<file path="src/rtl/volt_pkg.sv">
// volt_pkg
// Shared definitions for the voltage-to-code converter.
// Contents:
//   DEFAULT_FULL_SCALE / DEFAULT_SHIFT - scaling defaults (0.1 mV units, log2 code range)
//   ASCII_PLUS / ASCII_MINUS           - accepted sign characters
//   CODE_W                             - width of the AD-format code
//   state_t                            - converter FSM states
//   digits_legal / bcd_value           - helpers for checking a request on arrival
package volt_pkg;

   localparam int unsigned DEFAULT_FULL_SCALE = 50000;
   localparam int unsigned DEFAULT_SHIFT      = 15;

   localparam logic [7:0] ASCII_PLUS  = 8'd43;
   localparam logic [7:0] ASCII_MINUS = 8'd45;

   localparam int CODE_W = 18;

   typedef enum logic [1:0] {
      IDLE = 2'd0,
      BCD  = 2'd1,
      DIV  = 2'd2,
      DONE = 2'd3
   } state_t;

   // True when every nibble of the five-digit BCD word is 0..9.
   function automatic logic digits_legal(input logic [19:0] d);
      logic ok;
      ok = 1'b1;
      for (int i = 0; i < 5; i++) begin
         if (d[4*i +: 4] > 4'd9) begin
            ok = 1'b0;
         end
      end
      return ok;
   endfunction

   // Binary value of the BCD word. The result is 20 bits wide so that words
   // containing illegal digits still compare as "too large" without wrapping.
   function automatic logic [19:0] bcd_value(input logic [19:0] d);
      logic [19:0] acc;
      acc = '0;
      for (int i = 4; i >= 0; i--) begin
         acc = 20'(acc * 20'd10) + 20'(d[4*i +: 4]);
      end
      return acc;
   endfunction

endpackage

</file>
<file path="src/rtl/udiv31_serial.sv">
// udiv31_serial
// Serial restoring divider, one quotient bit per clock, MSB first.
// The first bit is resolved on the same edge that loads the operands, so a
// W-bit quotient is complete W-1 edges after start, flagged by a one-cycle
// done pulse; quotient then holds until the next start.
// Ports:
//   clk       system clock
//   ad_reset  synchronous active-high reset, clears remainder and quotient
//   start     load dividend/divisor and begin a division
//   dividend  W-bit unsigned dividend
//   divisor   W-bit unsigned divisor (non-zero)
//   done      one-cycle pulse when quotient is valid
//   quotient  W-bit unsigned quotient
module udiv31_serial #(
   parameter int W = 31
) (
   input  logic         clk,
   input  logic         ad_reset,
   input  logic         start,
   input  logic [W-1:0] dividend,
   input  logic [W-1:0] divisor,
   output logic         done,
   output logic [W-1:0] quotient
);

   logic [W-1:0] rem;
   logic [W-1:0] dq;
   logic [4:0]   cnt;
   logic         busy;
   logic         done_q;

   logic         bit_in;
   logic [W-1:0] rem_in;
   logic [W:0]   shifted;
   logic [W:0]   diff;
   logic         q_bit;
   logic [W-1:0] rem_step;
   logic [W-2:0] low_src;

   // One restoring step. On start the step works straight from the new
   // dividend with a zero remainder; otherwise it continues from the
   // registers. dq shifts the dividend out at the top while quotient bits
   // enter at the bottom.
   always_comb begin
      bit_in   = start ? dividend[W-1] : dq[W-1];
      rem_in   = start ? '0 : rem;
      low_src  = start ? dividend[W-2:0] : dq[W-2:0];
      shifted  = {rem_in, bit_in};
      diff     = shifted - {1'b0, divisor};
      q_bit    = (shifted >= {1'b0, divisor});
      rem_step = q_bit ? diff[W-1:0] : shifted[W-1:0];
   end

   // Iteration state: remainder, shift register and bit counter.
   always_ff @(posedge clk) begin
      if (ad_reset) begin
         rem    <= '0;
         dq     <= '0;
         cnt    <= '0;
         busy   <= 1'b0;
         done_q <= 1'b0;
      end else begin
         done_q <= 1'b0;
         if (start) begin
            rem  <= rem_step;
            dq   <= {low_src, q_bit};
            cnt  <= 5'd1;
            busy <= 1'b1;
         end else if (busy) begin
            rem <= rem_step;
            dq  <= {low_src, q_bit};
            cnt <= 5'(cnt + 5'd1);
            if (cnt == 5'(W - 1)) begin
               busy   <= 1'b0;
               done_q <= 1'b1;
            end
         end
      end
   end

   assign done     = done_q;
   assign quotient = dq;

endmodule

</file>
<file path="src/rtl/volt_to_code.sv">
// volt_to_code
// Converts a signed five-digit BCD voltage (0.1 mV units) into an 18-bit
// AD-format code. Positive values give the rounded magnitude
// round(v * 2^SHIFT / FULL_SCALE); negative values give its 18-bit complement.
// A valid request produces its result 36 cycles after acceptance; a malformed
// one (illegal digit, above full scale, unknown sign) is flagged with err one
// cycle after acceptance.
// Ports:
//   clk        system clock
//   ad_reset   synchronous active-high reset
//   in_valid   request present
//   in_ready   block idle, can accept a request
//   dec        five BCD digits, dec[19:16] most significant
//   sig        ASCII sign, '+' or '-'
//   out_valid  result present
//   out_ready  consumer takes the result
//   code       AD-format code
//   err        request rejected
module volt_to_code
   import volt_pkg::*;
#(
   parameter int unsigned FULL_SCALE = DEFAULT_FULL_SCALE,
   parameter int unsigned SHIFT      = DEFAULT_SHIFT
) (
   input  logic              clk,
   input  logic              ad_reset,
   input  logic              in_valid,
   output logic              in_ready,
   input  logic [19:0]       dec,
   input  logic [7:0]        sig,
   output logic              out_valid,
   input  logic              out_ready,
   output logic [CODE_W-1:0] code,
   output logic              err
);

   localparam logic [30:0] DIVISOR   = 31'(FULL_SCALE);
   localparam logic [30:0] HALF      = 31'(FULL_SCALE / 2);
   localparam logic [30:0] MAG_LIMIT = 31'(1) << SHIFT;

   state_t state;
   state_t state_next;

   logic [19:0]       dec_q;
   logic [7:0]        sig_q;
   logic              reject_q;
   logic [16:0]       bin;
   logic [2:0]        digit_cnt;
   logic [CODE_W-1:0] code_q;
   logic              err_q;
   logic              out_valid_q;

   logic              accept;
   logic              request_ok;
   logic [3:0]        digit;
   logic [16:0]       bin_next;
   logic              div_start;
   logic [30:0]       div_dividend;
   logic              div_done;
   logic [30:0]       div_quotient;
   logic [CODE_W-1:0] mag;

   assign in_ready = (state == IDLE);
   assign accept   = in_valid && in_ready;

   // A request is checked on the incoming port values at the accept edge so
   // that a bad one can skip straight to DONE after a single cycle.
   assign request_ok = digits_legal(dec)
                    && (bcd_value(dec) <= 20'(FULL_SCALE))
                    && ((sig == ASCII_PLUS) || (sig == ASCII_MINUS));

   // The last BCD cycle hands bin_next directly to the divider so the
   // division starts on the same edge that absorbs the final digit.
   assign div_dividend = (31'(bin_next) << SHIFT) + HALF;

   // The quotient cannot exceed 2^SHIFT for in-range inputs; the clamp keeps
   // the code inside the legal magnitude range regardless.
   assign mag = (div_quotient > MAG_LIMIT) ? CODE_W'(MAG_LIMIT)
                                           : div_quotient[CODE_W-1:0];

   udiv31_serial #(
      .W(31)
   ) u_div (
      .clk      (clk),
      .ad_reset (ad_reset),
      .start    (div_start),
      .dividend (div_dividend),
      .divisor  (DIVISOR),
      .done     (div_done),
      .quotient (div_quotient)
   );

   // State register.
   always_ff @(posedge clk) begin
      if (ad_reset) begin
         state <= IDLE;
      end else begin
         state <= state_next;
      end
   end

   // Next-state logic plus the digit selector and divider kick-off. Digits
   // are consumed most significant first, one per BCD cycle.
   always_comb begin
      state_next = state;
      div_start  = 1'b0;
      case (digit_cnt)
         3'd0:    digit = dec_q[19:16];
         3'd1:    digit = dec_q[15:12];
         3'd2:    digit = dec_q[11:8];
         3'd3:    digit = dec_q[7:4];
         default: digit = dec_q[3:0];
      endcase
      bin_next = 17'(bin * 17'd10) + 17'(digit);
      case (state)
         IDLE: begin
            if (accept) begin
               state_next = BCD;
            end
         end
         BCD: begin
            if (reject_q) begin
               state_next = DONE;
            end else if (digit_cnt == 3'd4) begin
               state_next = DIV;
               div_start  = 1'b1;
            end
         end
         DIV: begin
            if (div_done) begin
               state_next = DONE;
            end
         end
         DONE: begin
            if (out_ready) begin
               state_next = IDLE;
            end
         end
         default: state_next = IDLE;
      endcase
   end

   // Datapath: captures the request, accumulates the binary value, and
   // registers the result. Results hold until the consumer takes them.
   always_ff @(posedge clk) begin
      if (ad_reset) begin
         dec_q       <= '0;
         sig_q       <= '0;
         reject_q    <= 1'b0;
         bin         <= '0;
         digit_cnt   <= '0;
         code_q      <= '0;
         err_q       <= 1'b0;
         out_valid_q <= 1'b0;
      end else begin
         case (state)
            IDLE: begin
               if (accept) begin
                  dec_q     <= dec;
                  sig_q     <= sig;
                  reject_q  <= !request_ok;
                  bin       <= '0;
                  digit_cnt <= '0;
               end
            end
            BCD: begin
               if (reject_q) begin
                  code_q      <= '0;
                  err_q       <= 1'b1;
                  out_valid_q <= 1'b1;
               end else begin
                  bin       <= bin_next;
                  digit_cnt <= 3'(digit_cnt + 3'd1);
               end
            end
            DIV: begin
               if (div_done) begin
                  code_q      <= (sig_q == ASCII_MINUS) ? ~mag : mag;
                  err_q       <= 1'b0;
                  out_valid_q <= 1'b1;
               end
            end
            DONE: begin
               if (out_ready) begin
                  out_valid_q <= 1'b0;
               end
            end
            default: ;
         endcase
      end
   end

   assign out_valid = out_valid_q;
   assign code      = code_q;
   assign err       = err_q;

endmodule
</file>
<file path="config.mk">
export PLATFORM = sky130hd
export DESIGN_NAME = volt_to_code
export DESIGN_NICKNAME = d
export VERILOG_FILES = /design/src/rtl/volt_pkg.sv /design/src/rtl/udiv31_serial.sv /design/src/rtl/volt_to_code.sv
export SDC_FILE = /design/constraint.sdc
export NUM_CORES = 1
export LEC_CHECK = 0
export ABC_CLOCK_PERIOD_IN_PS = 19530
export CAP_MARGIN = 10
export CORE_MARGIN = 1.5
export CORE_UTILIZATION = 40
export CTS_CLUSTER_SIZE = 40
export DETAILED_ROUTE_END_ITERATION = 10
export PLACE_DENSITY_LB_ADDON = 0.1
export SLEW_MARGIN = 20
export SYNTH_ARGS = -nofsm -noshare
export SYNTH_HDL_FRONTEND = slang
export SYNTH_SLANG_ARGS = --single-unit
</file>
<file path="constraint.sdc">
create_clock -name clk -period 19.53 [get_ports clk]
set_input_delay 2.9295 -clock clk [delete_from_list [all_inputs] [get_ports clk]]
set_output_delay 2.9295 -clock clk [all_outputs]
set_load 0.1 [all_outputs]
</file>
==> results_dict.tcl <==
set metrics [dict create \
    path_clk_slew_ps 60 \
    finalWirelength_mm 24.6 \
    final_hold_viol_count 0 \
    maxSlewHeadroom 0.309 \
    cts_tree "done" \
    post_cts_buffers 0 \
    grt_start_max_net_pins 76 \
    post-route-period-util 0.571 \
    fp.dieArea_um2 27500 \
    cts_root_buf "sky130_fd_sc_hd__clkbuf_16" \
    die-width_um 166 \
    placeable_core_area_um2 26100 \
    worst_slew_pin_slew_ps 1030 \
    grt-ovfl-total 0 \
    routed_length_per_placed_instance_um 14.7 \
    num_rows 59 \
    worst-path-max-fanout 7 \
    final-setup-viol-count 0 \
    post_synthesis_sequential_area_ratio 0.261 \
    cts_max_path_buffers 2 \
    critPathCaptureType "flip-flop" \
    yosys_most_used_dff "sky130_fd_sc_hd__dfxtp_1" \
    worst_hold_path_type "flip-flop to flip-flop" \
    first_iter_violations 508 \
    cts_buffers 17 \
    area_delta_synth_final_pct 12.7 \
    critPathMostFrequentCell "sky130_fd_sc_hd__ha_1" \
    synth-seq-cells 138 \
    postRouteAntennaNets 0 \
    num_antenna_cells 0 \
    final.setup_skew_ps 21.6 \
    final.setup.tns_ps 0 \
    post-route-min-period_ps 11150 \
    dp.final_hpwl_mm 18.6 \
    status "complete, no violations" \
    layout-drive-gt1-share 0.0472 \
    post_cts_resized 0 \
    io_pins 53 \
    die_height_um 166 \
    cp_data_arrival_time_ps 11450 \
    initial_util 0.406 \
    antenna_violations_before_repair 0 \
    worst_ep_required_time_ps 19830 \
    mostFrequentLayoutCells "sky130_fd_sc_hd__nor2_1, sky130_fd_sc_hd__dfxtp_1, sky130_fd_sc_hd__nand2_1, sky130_fd_sc_hd__ha_1, sky130_fd_sc_hd__a21oi_1" \
    weighted_congestion_at_the_end_of_routability_driven_global_placement 0.757 \
    post_synth_inst_count 1301 \
    maxClockFrequency_mhz 89.7 \
    synth.distinct_cells 75 \
    synth.cell_area_um2 10600 \
    mostFrequentLayoutCell "sky130_fd_sc_hd__nor2_1" \
    cts-hold-fix-buffers 0 \
    routed_via_density 5.42 \
    remaining_drc_errors 0 \
    yosys_warnings 0 \
    drv_slew 0 \
    average_cell_area_after_synthesis_um2 8.14 \
    slowest_delay_ps 620 \
    first_global_vias 8584 \
    grt_pass1_wl_mm 42.0 \
    setup.worst_path.class "input port to flip-flop" \
    critPathSlowestCell "sky130_fd_sc_hd__clkdlybuf4s50_1" \
    detailroute.via_count 9062 \
    buffer_ports.inserted 52 \
    dr.pass1.iters 4 \
    postSynthNetCount 1467 \
    grt_usage 0.182 \
    timing.critical_path.from_type "input port" \
    ctsHtreeMaxLevel 4 \
    cts_num_sinks 138 \
    rsz0062_at_grt "false" \
    max_cap_violations 0 \
    synth_edf_count 0 \
    design.final.nets 1489 \
    insertion_delay_ps 430 \
    synth-async-reset-ratio 0 \
]
cell usage after synthesis, types with 9 or more instances:
master | n | area share
sky130_fd_sc_hd__clkbuf_1 | 49 | 0.017
sky130_fd_sc_hd__nand2_1 | 128 | 0.045
sky130_fd_sc_hd__nor4_1 | 15 | 0.0089
sky130_fd_sc_hd__dfxtp_1 | 138 | 0.26
sky130_fd_sc_hd__a21o_1 | 15 | 0.011
sky130_fd_sc_hd__a211oi_1 | 47 | 0.033
sky130_fd_sc_hd__o21a_1 | 9 | 0.0064
sky130_fd_sc_hd__nor2b_1 | 15 | 0.0089
sky130_fd_sc_hd__nor3_1 | 26 | 0.012
sky130_fd_sc_hd__a22oi_1 | 30 | 0.021
sky130_fd_sc_hd__fa_1 | 10 | 0.019
sky130_fd_sc_hd__nor3b_1 | 10 | 0.0071
sky130_fd_sc_hd__or3_1 | 10 | 0.0059
sky130_fd_sc_hd__nand3_1 | 19 | 0.0090
sky130_fd_sc_hd__xor2_1 | 56 | 0.046
sky130_fd_sc_hd__nand4_1 | 14 | 0.0083
sky130_fd_sc_hd__mux2i_1 | 41 | 0.039
sky130_fd_sc_hd__ha_1 | 124 | 0.15
sky130_fd_sc_hd__o21ai_0 | 32 | 0.015
sky130_fd_sc_hd__nor2_1 | 152 | 0.054
sky130_fd_sc_hd__inv_1 | 52 | 0.018
sky130_fd_sc_hd__o21bai_1 | 9 | 0.0064
sky130_fd_sc_hd__a21oi_1 | 112 | 0.053
sky130_fd_sc_hd__nand2b_1 | 11 | 0.0065
sky130_fd_sc_hd__xnor2_1 | 53 | 0.044
flip-flops by register name, indices dropped and copies added (netlist names), 2 cells and up:
name,cells
u_div.quotient,31
u_div.rem,31
dec_q,20
code,18
bin,15
sig_q,8
u_div.cnt,5
digit_cnt,3
state,2
critical path, delay by kind of cell:
kind            cells  cell delay, ps
fa+ha+maj           9            3040
simple gates        9            2570
compound gates      9            1510
xor+xnor            3             750
buf+inv             1             620
final cells by class:
| type | instances | area [um2] |
|---|---|---|
| clock inverter | 15 | 133 |
| timing repair buffer | 60 | 578 |
| inverter | 52 | 195 |
| multi-input combinational | 1054 | 7420 |
| sequential | 138 | 2770 |
| fill | 2669 | 14100 |
| tap | 335 | 419 |
| clock buffer | 17 | 425 |
kinds of logic after synthesis:
family,count (synthesis),share of synthesized area
muxes,42,0.0398
AOI/OAI and AO/OA,319,0.199
DFF,138,0.261
adders and majority gates,134,0.165
other,1,0.000354
buffers and inverters,109,0.0387
xor gates and xnor gates,111,0.0944
and+or+nand+nor,447,0.202
routing by layer:
metal | track usage | up-vias | part of all wire
met2 | 0.295 | 96 | 0.45
li1 | - | 4732 | -
met5 | 0 | - | 0
met4 | 0.0411 | 0 | 0.0078
met3 | 0.0294 | 13 | 0.026
met1 | 0.253 | 4221 | 0.52
per-stage QoR:
step | utilization | hold WS [ps] | setup WS, ps | instance area [um2] | std cells
final | 0.458 | 453 | 8380 | 11900 | 1671
after global routing | 0.458 | 467 | 7790 | 11900 | 1671
after CTS | 0.458 | 454 | 8330 | 11900 | 1671
after detailed placement | 0.437 | 445 | 7920 | 11400 | 1639
after global placement | 0.437 | 444 | 8090 | 11400 | 1639
after floorplan | - | 431 | 9130 | 10600 | 1301
path summary, 6_finish.rpt:
| kind | start | to | slack, ps | depth (start not counted) |
|---|---|---|---|---|
| hold reg to reg | dec_q[2] | dec_q[2] | 450 | 2 |
| hold / removal | dec_q[2] | dec_q[2] | 450 | 2 |
| setup / recovery | dec[19] | reject_q | 8380 | 31 |
| setup reg to reg | digit_cnt[0] | u_div.quotient[30] | 15180 | 14 |
Power is not shown: default switching activity piles up to over one toggle a cycle in this logic, so the estimate is an artifact.
